File: src/rtl/button_pulse_conditioner_pkg.sv
// Shared definitions for the button pulse conditioner: debounce FSM encoding and counter sizing.
package button_pulse_conditioner_pkg;

    localparam int unsigned CNT_W_MAX = 28;

    typedef enum logic [1:0] {
        ST_IDLE        = 2'd0,
        ST_DEB_PRESS   = 2'd1,
        ST_PRESSED     = 2'd2,
        ST_DEB_RELEASE = 2'd3
    } btn_state_e;

    // Bits needed to hold counts up to max(deb, rep) - 1.
    function automatic int unsigned cnt_width(input int unsigned deb, input int unsigned rep);
        int unsigned m;
        m = (deb > rep) ? deb : rep;
        if (m <= 32'd2) begin
            return 32'd1;
        end else begin
            return $clog2(m);
        end
    endfunction

endpackage

File: src/rtl/btn_debounce.sv
// One button: two-flop synchronizer, four-state debounce FSM and a one-cycle accept strobe.
// Auto-repeat while held is enabled by defining BTN_AUTO_REPEAT_EN.
module btn_debounce
    import button_pulse_conditioner_pkg::*;
#(
    parameter int unsigned DEBOUNCE_CYCLES = 500000,
    parameter int unsigned REPEAT_CYCLES   = 50000000
) (
    input  logic clk,
    input  logic reset,
    input  logic btn,
    output logic accept
);

    localparam int unsigned W = cnt_width(DEBOUNCE_CYCLES, REPEAT_CYCLES);
    localparam logic [W-1:0] DEB_LAST = W'(DEBOUNCE_CYCLES - 32'd1);
    localparam logic [W-1:0] CNT_ZERO = {W{1'b0}};
    localparam logic [W-1:0] CNT_ONE  = W'(32'd1);
`ifdef BTN_AUTO_REPEAT_EN
    localparam logic [W-1:0] REP_LAST = W'(REPEAT_CYCLES - 32'd1);
`endif

    logic [1:0]   sync_r;
    logic         btn_s;
    btn_state_e   state_r;
    btn_state_e   state_s;
    logic [W-1:0] cnt_r;
    logic [W-1:0] cnt_s;

    assign btn_s = sync_r[1];

    // Synchronizer for the raw asynchronous button.
    always_ff @(posedge clk or posedge reset) begin
        if (reset) begin
            sync_r <= 2'b00;
        end else begin
            sync_r <= {sync_r[0], btn};
        end
    end

    // FSM state and shared debounce/repeat counter.
    always_ff @(posedge clk or posedge reset) begin
        if (reset) begin
            state_r <= ST_IDLE;
            cnt_r   <= CNT_ZERO;
        end else begin
            state_r <= state_s;
            cnt_r   <= cnt_s;
        end
    end

    // Next state, counter update and accept strobe.
    always_comb begin
        state_s = state_r;
        cnt_s   = cnt_r;
        accept  = 1'b0;
        case (state_r)
            ST_IDLE: begin
                if (btn_s) begin
                    state_s = ST_DEB_PRESS;
                    cnt_s   = CNT_ZERO;
                end else begin
                    state_s = ST_IDLE;
                end
            end
            ST_DEB_PRESS: begin
                if (!btn_s) begin
                    state_s = ST_IDLE;
                    cnt_s   = CNT_ZERO;
                end else if (cnt_r == DEB_LAST) begin
                    state_s = ST_PRESSED;
                    cnt_s   = CNT_ZERO;
                    accept  = 1'b1;
                end else begin
                    cnt_s   = cnt_r + CNT_ONE;
                end
            end
            ST_PRESSED: begin
                if (!btn_s) begin
                    state_s = ST_DEB_RELEASE;
                    cnt_s   = CNT_ZERO;
                end else begin
`ifdef BTN_AUTO_REPEAT_EN
                    if (cnt_r == REP_LAST) begin
                        cnt_s  = CNT_ZERO;
                        accept = 1'b1;
                    end else begin
                        cnt_s  = cnt_r + CNT_ONE;
                    end
`else
                    state_s = ST_PRESSED;
`endif
                end
            end
            ST_DEB_RELEASE: begin
                // A high sample here is bounce on release: back to held, no new pulse.
                if (btn_s) begin
                    state_s = ST_PRESSED;
                    cnt_s   = CNT_ZERO;
                end else if (cnt_r == DEB_LAST) begin
                    state_s = ST_IDLE;
                    cnt_s   = CNT_ZERO;
                end else begin
                    cnt_s   = cnt_r + CNT_ONE;
                end
            end
            default: begin
                state_s = ST_IDLE;
                cnt_s   = CNT_ZERO;
            end
        endcase
    end

endmodule

File: src/rtl/button_pulse_conditioner.sv
// Debounces the "one" and "zero" buttons into registered single-cycle P1/P2 pulses; simultaneous
// accepts become a conflict pulse. Define BTN_AUTO_REPEAT_EN for auto-repeat while held.
module button_pulse_conditioner
    import button_pulse_conditioner_pkg::*;
#(
    parameter int unsigned DEBOUNCE_CYCLES = 500000,
    parameter int unsigned REPEAT_CYCLES   = 50000000
) (
    input  logic clk,
    input  logic reset,
    input  logic btn_p1,
    input  logic btn_p2,
    output logic P1,
    output logic P2,
    output logic conflict
);

    logic accept_p1_s;
    logic accept_p2_s;

    btn_debounce #(
        .DEBOUNCE_CYCLES (DEBOUNCE_CYCLES),
        .REPEAT_CYCLES   (REPEAT_CYCLES)
    ) u_deb_p1 (
        .clk    (clk),
        .reset  (reset),
        .btn    (btn_p1),
        .accept (accept_p1_s)
    );

    btn_debounce #(
        .DEBOUNCE_CYCLES (DEBOUNCE_CYCLES),
        .REPEAT_CYCLES   (REPEAT_CYCLES)
    ) u_deb_p2 (
        .clk    (clk),
        .reset  (reset),
        .btn    (btn_p2),
        .accept (accept_p2_s)
    );

    // Output registers with conflict arbitration; outputs are mutually exclusive.
    always_ff @(posedge clk or posedge reset) begin
        if (reset) begin
            P1       <= 1'b0;
            P2       <= 1'b0;
            conflict <= 1'b0;
        end else if (accept_p1_s && accept_p2_s) begin
            P1       <= 1'b0;
            P2       <= 1'b0;
            conflict <= 1'b1;
        end else begin
            P1       <= accept_p1_s;
            P2       <= accept_p2_s;
            conflict <= 1'b0;
        end
    end

endmodule

File: config.mk
export PLATFORM = sky130hd
export DESIGN_NAME = button_pulse_conditioner
export DESIGN_NICKNAME = d
export VERILOG_FILES = /design/src/rtl/button_pulse_conditioner_pkg.sv /design/src/rtl/btn_debounce.sv /design/src/rtl/button_pulse_conditioner.sv
export SDC_FILE = /design/constraint.sdc
export NUM_CORES = 1
export LEC_CHECK = 0
export ABC_AREA = 1
export CAP_MARGIN = 0
export CORE_MARGIN = 2
export CORE_UTILIZATION = 50
export DETAILED_ROUTE_END_ITERATION = 6
export PLACE_DENSITY = 0.72
export SYNTH_ARGS = -nofsm -noshare
export SYNTH_HDL_FRONTEND = slang
export SYNTH_SLANG_ARGS = --single-unit
File: constraint.sdc
create_clock -name clk -period 2.75 [get_ports clk]
set_clock_uncertainty 0.2 [all_clocks]
set_input_delay 0.55 -clock clk [delete_from_list [all_inputs] [get_ports clk]]
set_output_delay 0.55 -clock clk [all_outputs]
set_load 0.01 [all_outputs]
# --- After elaboration in Yosys (flattened, before gate mapping) ---
# Index checks and enable logic that the tools add are counted.
totals:
  ff_bits: 63
  wordCells: 69
classes:
  addsub: 2
  n_eq_ne: 16
  muxes: 35
  n_reduce_logical: 7
op_table:
  columns: ["op", "count"]
  rows:
  - ["26-bit 2-to-1 mux", 10]
  - ["26-bit case mux with 4 select lines", 2]
  - ["26-bit by 1-bit adder with 26-bit output (second input constant)", 2]
  - ["26-bit by 19-bit equality test with 1-bit output (second input constant)", 2]
  - ["2-bit 2-to-1 mux", 8]
  - ["2-bit case mux with 4 select lines", 2]
  - ["1-bit 2-to-1 mux", 13]
  - ["2-bit equality test (second input constant)", 4]
  - ["2-bit AND reduction", 4]
  - ["3-bit by 1-bit inequality test with 1-bit output (second input constant)", 2]
  - ["3-bit inequality test (second input constant)", 2]
  - ["2-bit by 1-bit equality test with 1-bit output (second input constant)", 2]
  - ["2-bit logical NOT", 2]
  - ["2-bit by 1-bit inequality test with 1-bit output (second input constant)", 2]
  - ["2-bit inequality test (second input constant)", 2]
  - ["1-bit logical AND", 1]

# --- Depth between registers and ports, before layout ---
# Gate-level depths: netlist (run 1).
logic_depth:
  ltp_word: 6
  mapped_depth: 11
  ltp_nobuf: 11

# --- Cells and area by module ---
# Synthesis (run 1) repeated with hierarchy kept, for this count alone.
hier_totals:
  hier_cells: 552
  hier_area_um2: 3902.5
modules_own_cells:
  columns: ["mod", "n_inst", "cells_each", "area_each_um2"]
  rows:
  - ["btn_debounce", 2, 271, 1900.6]
  - ["button_pulse_conditioner", 1, 10, 101.3]

# --- Worst setup path before layout (run 1) ---
# No wires, ideal clock.
synth_timing:
  path_type: "register -> register"
  startpoint: "reg u_deb_p2.cnt_r[0]"
  endpoint: "reg u_deb_p2.cnt_r[19]"
  setup_time_ps: 118
  arrival_time_ps: 1360
  path_slack_ps: 1072
  path_stages_with_launch: 11
  n_path_buf: 0
  period_less_slack_ps: 1678
  path_cell_list: "dfrtp_1 ha_1 nand2_2 nor2_4 inv_2 nor2_4 nand2_2 nand2_4 nand2_4 inv_2 nor2_1"
synth_via:
  elab_chain_cells: 4
  elab_cells_between_ends: 6
  cone_classes: "add/sub: 1; eq/ne: 1; mux: 4"
synth_rtl:
  columns: ["item", "line_no", "text"]
  rows:
  - ["start, declared", "btn_debounce.sv:27", "logic [W-1:0] cnt_r;"]
  - ["start signal, assigned", "btn_debounce.sv:48", "cnt_r <= cnt_s;"]
  - ["26-bit by 1-bit adder with 26-bit output / 26-bit by 19-bit equality test with 1-bit output (equally long branches)", null, null]
  - ["26-bit 2-to-1 mux *", "btn_debounce.sv:70, btn_debounce.sv:100", null]
  - ["26-bit 2-to-1 mux (on tied branches)", "btn_debounce.sv:97, btn_debounce.sv:67", null]
  - ["26-bit case mux with 4 select lines *", "btn_debounce.sv:57", "case (state_r)"]
# Every way passes the cells marked *; elsewhere a longest branch is shown, timed or not.
# A chain may end at the register's enable or synchronous reset.

# --- Worst setup path in the final report (run 1) ---
layout_timing:
  startpoint: "reg u_deb_p1.cnt_r[0]"
  endpoint: "reg u_deb_p1.cnt_r[14]"
layout_via:
  elab_chain_cells: 4
  elab_cells_between_ends: 6
  cone_classes: "add/sub: 1; eq/ne: 1; mux: 4"
layout_rtl:
  columns: ["item", "line_no"]
  rows:
  - ["start, declared", "btn_debounce.sv:27"]
  - ["start signal, assigned", "btn_debounce.sv:48"]
  - ["26-bit by 1-bit adder with 26-bit output / 26-bit by 19-bit equality test with 1-bit output (equally long branches)", null]
  - ["26-bit 2-to-1 mux *", "btn_debounce.sv:70, btn_debounce.sv:100"]
  - ["26-bit 2-to-1 mux (on tied branches)", "btn_debounce.sv:97, btn_debounce.sv:67"]
  - ["26-bit case mux with 4 select lines *", "btn_debounce.sv:57"]
# Marked as above.

==> impl_metrics.json, run 1 <==
{
  "cts_buffer_depth": 2,
  "drtIter0Drc": 182,
  "drtPass1Iterations": 5,
  "drc": 0,
  "dpl.hpwl_um": 5660,
  "h-tree-depth": 3,
  "io_pins": 7,
  "peakVddDrop_uv": 358,
  "wl_per_cell_um": 12.1,
  "gp_congestion": 0.925,
  "synth_top_area_frac": 0.421,
  "reg2reg_from": "u_deb_p1.cnt_r[0]",
  "synth_edf_count": 0,
  "endpoint_kind": "register",
  "postCtsSetupRepairBufs": 0,
  "grt_pass1_wl_um": 13500,
  "track_usage": 0.201,
  "core_area_sq_um": 7250,
  "synth.distinct_cells": 33,
  "reg2reg_to": "u_deb_p1.cnt_r[14]",
  "min_path_type": "register to register",
  "viasPerCell": 5.15,
  "period_minus_slack_ns": 1.99,
  "r2r_slack_ns": 0.76,
  "pwr-share-comb": 0.049,
  "root_buffer": "clkbuf_8",
  "cts_tree": "yes",
  "cp-endpoint": "u_deb_p1.cnt_r[14]",
  "drive_above_1_share": 0.107,
  "finalCritPeriodShare": 0.723,
  "cap_viol_max_count": 0,
  "synth_area_leaders": "dfrtp_1, nand2_1, nor2_1",
  "rows": 31,
  "power.density_nw_per_um2": 421,
  "yosysWarnings": 0,
  "grt_pass1_vias": 2960,
  "synth_top_area_cell": "dfrtp_1",
  "synth_area_sq_um": 3740,
  "yosysMostFrequentCell": "nand2_1",
  "pre_cts_ws_ns": 0.769,
  "num_vias": 3255,
  "ys_top_cells_by_count": "nand2_1, nor2_1, dfrtp_1",
  "outcome": "finished, final reports clean",
  "max_freq_mhz": 503,
  "syn_area_per_cell_sq_um": 7.27,
  "ys.flop_type": "dfrtp_1",
  "cts_resized": 0,
  "die_w_um": 90.5,
  "worstMarginPinSlew_ns": 0.369,
  "cts_made_buffers": 9,
  "startpoint": "u_deb_p1.cnt_r[0]",
  "worstRegToRegCells": 8,
  "async_flop_share": 1.00,
  "relSlewSlack": 0.753,
  "setup_viol": 0,
  "slew_viol_final": 0,
  "drt_wl_total_um": 7650,
  "cts_hold_buffers": 0,
  "area_growth_pct": 8.62,
  "crit_type": "register to register",
  "grt_overflow": 0,
  "path_clk_slew_ns": 0.07,
  "crit_required_ns": 2.76,
  "p_clk_frac": 0.400,
  "rsz0062_at_grt": "false",
  "dieArea_sq_um": 8200,
  "finalWorstSetupSlack_ns": 0.763,
  "die_height_um": 90.5,
  "fin_nets": 534,
  "intPower_mw": 1.28,
  "worstPathArrival_ns": 2.00,
  "worst_setup_path_start_kind": "register",
  "p_leak_nw": 1.80,
  "antennaDiodeCount": 0,
  "crit_fanout": 12,
  "clock-sinks": 63,
  "start_util": 0.516,
  "power.share.switching": 0.252,
  "yosysSeqAreaShare": 0.421,
  "synth_fp_nets": 521,
  "p_switching_mw": 0.432,
  "clock_latency_ns": 0.34,
  "hold_viol": 0,
  "sequentialPowerShare": 0.552,
  "ant_nets": 0,
  "fin_tns_setup_ns": 0,
  "portBuffers": 6,
  "antenna_found_initial": 0,
  "grt_max_degree": 64,
  "synth-seq-cells": 63,
  "syn_inst": 515
}
[layer usage]
metal / up-vias / global-route usage / wire (um)
met3: 10 / 0.0351 / 411
met1: 1482 / 0.306 / 3970
met5: - / 0 / 0
li1: 1663 / - / -
met2: 100 / 0.282 / 3170
met4: 0 / 0.0808 / 98
[power by group through the flow]
stage | sequential (mW) | clock [mW] | combinational [mW]
floorplan | 0.960 | 0 | 0.0670
global placement | 0.961 | 0 | 0.0841
detailed placement | 0.962 | 0 | 0.0853
CTS | 0.944 | 0.705 | 0.0856
global route | 0.946 | 0.744 | 0.0947
finish | 0.944 | 0.684 | 0.0831
[cells by family after synthesis]
| family | count (synthesis) | synth area share |
|---|---|---|
| DFF | 63 | 0.421 |
| and+or+nand+nor | 327 | 0.394 |
| xor gates and xnor gates | 19 | 0.0465 |
| buffers and inverters | 72 | 0.0795 |
| adders and majority gates | 2 | 0.00668 |
| AOI/OAI and AO/OA | 32 | 0.0521 |
[sequential cells by signal, indices dropped and copies added (netlist names), named ones only]
signal,count
P1,1
P2,1
conflict,1
u_deb_p1.cnt_r,26
u_deb_p1.state_r,1
u_deb_p1.sync_r,2
u_deb_p2.cnt_r,26
u_deb_p2.state_r,1
u_deb_p2.sync_r,2
[critical path, stage by stage, from the launching register on]
cell     delay [ns]
dfrtp_1        0.38
ha_1           0.17
nand3_1        0.15
nor3_2         0.28
nand2_1        0.12
nand2_2        0.10
nand2_2        0.16
inv_2          0.23
nor2_1         0.08
[stage by stage]
step                cells  cell area [sq um]  hold WS, ns  total power, mW   util
global route          632               4070        0.155             1.78  0.561
floorplan             515               3740        0.131             1.03      -
finish                632               4070        0.150             1.71  0.561
detailed placement    616               3900        0.135             1.05  0.538
global placement      616               3900        0.136             1.05  0.538
CTS                   632               4070        0.150             1.73  0.561
[layout make-up]
| cell class | instances | area, sq um |
|---|---|---|
| clock inverters | 6 | 37.5 |
| fillers | 671 | 3190 |
| inverters | 67 | 251 |
| flip-flops and latches | 63 | 1580 |
| repair buffers | 7 | 80.1 |
| clock buffers | 10 | 128 |
| well taps | 99 | 124 |
| multi-input cells | 380 | 1870 |
[worst min-delay path by stage]
stage	startpoint	end	cells past startpoint
detailed placement	u_deb_p2.sync_r[0]	u_deb_p2.sync_r[1]	0
CTS	u_deb_p2.sync_r[0]	u_deb_p2.sync_r[1]	0
floorplan	u_deb_p1.sync_r[0]	u_deb_p1.sync_r[1]	0
finish	u_deb_p2.sync_r[0]	u_deb_p2.sync_r[1]	0
global route	u_deb_p2.sync_r[0]	u_deb_p2.sync_r[1]	0
global placement	u_deb_p2.sync_r[0]	u_deb_p2.sync_r[1]	0
[layout by cell type (no fill, tap or decap), types with 2 or more instances in the layout]
| cell type | instances |
|---|---|
| nand4_1 | 17 |
| nand2_2 | 12 |
| o21ai_1 | 3 |
| ha_1 | 2 |
| clkinvlp_4 | 3 |
| o21bai_1 | 2 |
| nor2_1 | 86 |
| nand2_4 | 2 |
| nand3_1 | 41 |
| clkbuf_8 | 9 |
| clkinv_1 | 3 |
| inv_1 | 58 |
| nor3_1 | 15 |
| inv_2 | 6 |
| clkinv_2 | 3 |
| nor3_2 | 2 |
| clkdlybuf4s50_1 | 6 |
| nor2_2 | 8 |
| xnor2_1 | 5 |
| o21ai_0 | 12 |
| a21oi_1 | 5 |
| nand2_1 | 134 |
| o22ai_1 | 6 |
| nor2_4 | 6 |
| nand3b_1 | 2 |
| xor2_1 | 13 |
| dfrtp_1 | 63 |
Note: power is estimated with default switching activity, not from simulation.
==> run 2: changes to the inputs <==
Clock period 2.75 ns to 2 ns, I/O delays scaled along.
==> run 2 against run 1 <==
Critical path depth increased by 1. Combinational power increased by 56%. First-iteration DRC count increased by 61%. Worst hold slack improved by 0.0072 ns. Clock-buffer cell count increased by 1. Flip-flop and latch count unchanged. Sequential power increased by 38%. Register-to-register slack got worse by 0.65 ns. Setup slack got worse by 0.65 ns. Power increased by 42%. Highest routed layer unchanged. Via count increased by 1.8%.
==> impl_metrics.json, run 2 (synthesized netlist as in run 1, its figures left out) <==
{
  "outcome": "finished, final reports clean",
  "final_common_cell": "nand2_1",
  "die_height_um": 90.5,
  "hold_viol": 0,
  "drtPass1Iterations": 4,
  "wl_per_cell_um": 12.7,
  "reg2reg_to": "u_deb_p1.cnt_r[13]",
  "worstRegToRegCells": 9,
  "p_clk_frac": 0.411,
  "path_clk_slew_ns": 0.08,
  "r2r_slack_ns": 0.11,
  "worstPathCellList": "inv_1 -> nand4_1 -> nor3_4 -> nand2_1 -> nand2_2 -> nand2_2 -> buf_4 -> nand2_1 -> nor2_1",
  "critPathMaxStageDelay_ns": 0.41,
  "power.density_nw_per_um2": 581,
  "reg.largest.list": "u_deb_p1.cnt_r (26), u_deb_p2.cnt_r (26)",
  "gp_congestion": 0.885,
  "antenna_found_initial": 0,
  "rsz0062_at_grt": "true",
  "drive_above_1_share": 0.125,
  "reg2reg_from": "u_deb_p1.cnt_r[20]",
  "min_path_type": "register to register",
  "cts_made_buffers": 9,
  "crit_family": "simple AND/OR/NAND/NOR gates",
  "start_util": 0.516,
  "root_buffer": "clkbuf_8",
  "crit_fanout": 11,
  "worstMarginPinSlew_ns": 0.419,
  "num_vias": 3314,
  "grt_max_degree": 27,
  "slew_viol_final": 0,
  "period_minus_slack_ns": 1.89,
  "track_usage": 0.216,
  "slowest_stage": "dfrtp_1",
  "area_growth_pct": 11.6,
  "setup_viol": 0,
  "rows": 31,
  "endpoint_kind": "register",
  "cap_viol_max_count": 0,
  "peakVddDrop_uv": 545,
  "dp_cells": 626,
  "core_area_sq_um": 7250,
  "clock_latency_ns": 0.34,
  "p_switching_mw": 0.616,
  "fin_nets": 544,
  "clock-sinks": 63,
  "sequentialPowerShare": 0.536,
  "power.share.switching": 0.254,
  "grt_overflow": 0,
  "crit_required_ns": 2.04,
  "finalCritPeriodShare": 0.943,
  "finalPower_mw": 2.42,
  "dieArea_sq_um": 8200,
  "critPathBufInv": 2,
  "relSlewSlack": 0.720,
  "worstPathArrival_ns": 1.92,
  "p_leak_nw": 1.86,
  "fin_cells": 642,
  "grt_pass1_wl_um": 14400,
  "io_pins": 7,
  "h-tree-depth": 3,
  "antennaDiodeCount": 0,
  "pwr-share-comb": 0.054,
  "hold_path_end": "u_deb_p1.sync_r[1]",
  "die_w_um": 90.5,
  "drt_wl_total_um": 8170,
  "cts_tree": "yes",
  "viasPerCell": 5.16,
  "cts_buffer_depth": 2,
  "grt_pass1_vias": 3113,
  "whs_path_depth": 0,
  "drc": 0,
  "worst_setup_path_start_kind": "register",
  "max_freq_mhz": 530,
  "intPower_mw": 1.81,
  "crit_type": "register to register",
  "dpl.hpwl_um": 6140,
  "portBuffers": 6,
  "layout_common_cells": "nand2_1, nor2_1, dfrtp_1",
  "drtIter0Drc": 293,
  "ant_nets": 0,
  "cts_hold_buffers": 0,
  "min_from": "u_deb_p1.sync_r[0]"
}
==> run 2: what timing repair did <==
| action | CTS | global route |
|---|---|---|
| setup buffers | 0 | 0 |
| setup endpoints to repair | 0 | 24 |
| gates resized for setup | 0 | 2 |
==> run 2: cell type report <==
class	instances	area (sq um)
fillers	662	3080
multi-input cells	380	1880
flip-flops and latches	63	1580
inverters	67	255
repair buffers	17	168
clock buffers	11	141
well taps	99	124
clock inverters	5	33.8
==> run 2: worst reg2reg max path: cells and delay by family, from the launching register on <==
| kind | cells | cell delay (ns) |
|---|---|---|
| simple gates | 7 | 0.88 |
| buf+inv | 2 | 0.31 |
| flops | 1 | 0.41 |
==> run 2: worst max path at each step <==
stage / depth (start not counted) / from / to / slack, ns
4_1_cts: 9 / u_deb_p1.cnt_r[0] / u_deb_p1.cnt_r[23] / 0.1
5_1_grt: 9 / u_deb_p1.cnt_r[0] / u_deb_p1.cnt_r[24] / -0.01
2_1_floorplan: 10 / u_deb_p2.cnt_r[0] / u_deb_p2.cnt_r[19] / 0.32
6_report: 9 / u_deb_p1.cnt_r[20] / u_deb_p1.cnt_r[13] / 0.11
3_3_place_gp: 9 / u_deb_p1.cnt_r[0] / u_deb_p1.cnt_r[13] / 0.20
3_5_place_dp: 9 / u_deb_p1.cnt_r[0] / u_deb_p1.cnt_r[23] / 0.10
==> run 2: stage by stage <==
stage          hold WS (ns)  setup TNS, ns  utilization  worst slack (ns)  instance area, sq um
6_report              0.157              0        0.576             0.114                  4180
5_1_grt               0.172        -0.0111        0.576           -0.0111                  4180
4_1_cts               0.160              0        0.575            0.0967                  4170
3_5_place_dp          0.142              0        0.550             0.104                  3990
3_3_place_gp          0.132              0        0.550             0.199                  3990
2_1_floorplan         0.131              0            -             0.322                  3750
==> run 2: layer usage <==
| layer | vias to the layer above | track usage | wire length, um |
|---|---|---|---|
| met5 | - | 0 | 0 |
| met1 | 1527 | 0.322 | 4110 |
| li1 | 1680 | - | - |
| met4 | 0 | 0.0731 | 121 |
| met3 | 11 | 0.0342 | 435 |
| met2 | 96 | 0.322 | 3510 |
==> run 2: power by group through the flow <==
stage	clock [mW]	combinational, mW	sequential, mW
global route	1.06	0.148	1.30
global placement	0	0.130	1.32
CTS	1.01	0.133	1.30
detailed placement	0	0.132	1.32
finish	0.996	0.130	1.30
floorplan	0	0.0925	1.32
==> run 3: changes to the inputs <==
Settings changed: SLEW_MARGIN from default to 40.
==> results of run 3 <==
Same layout as run 2: the final DEF is identical, and so are final timing and power.
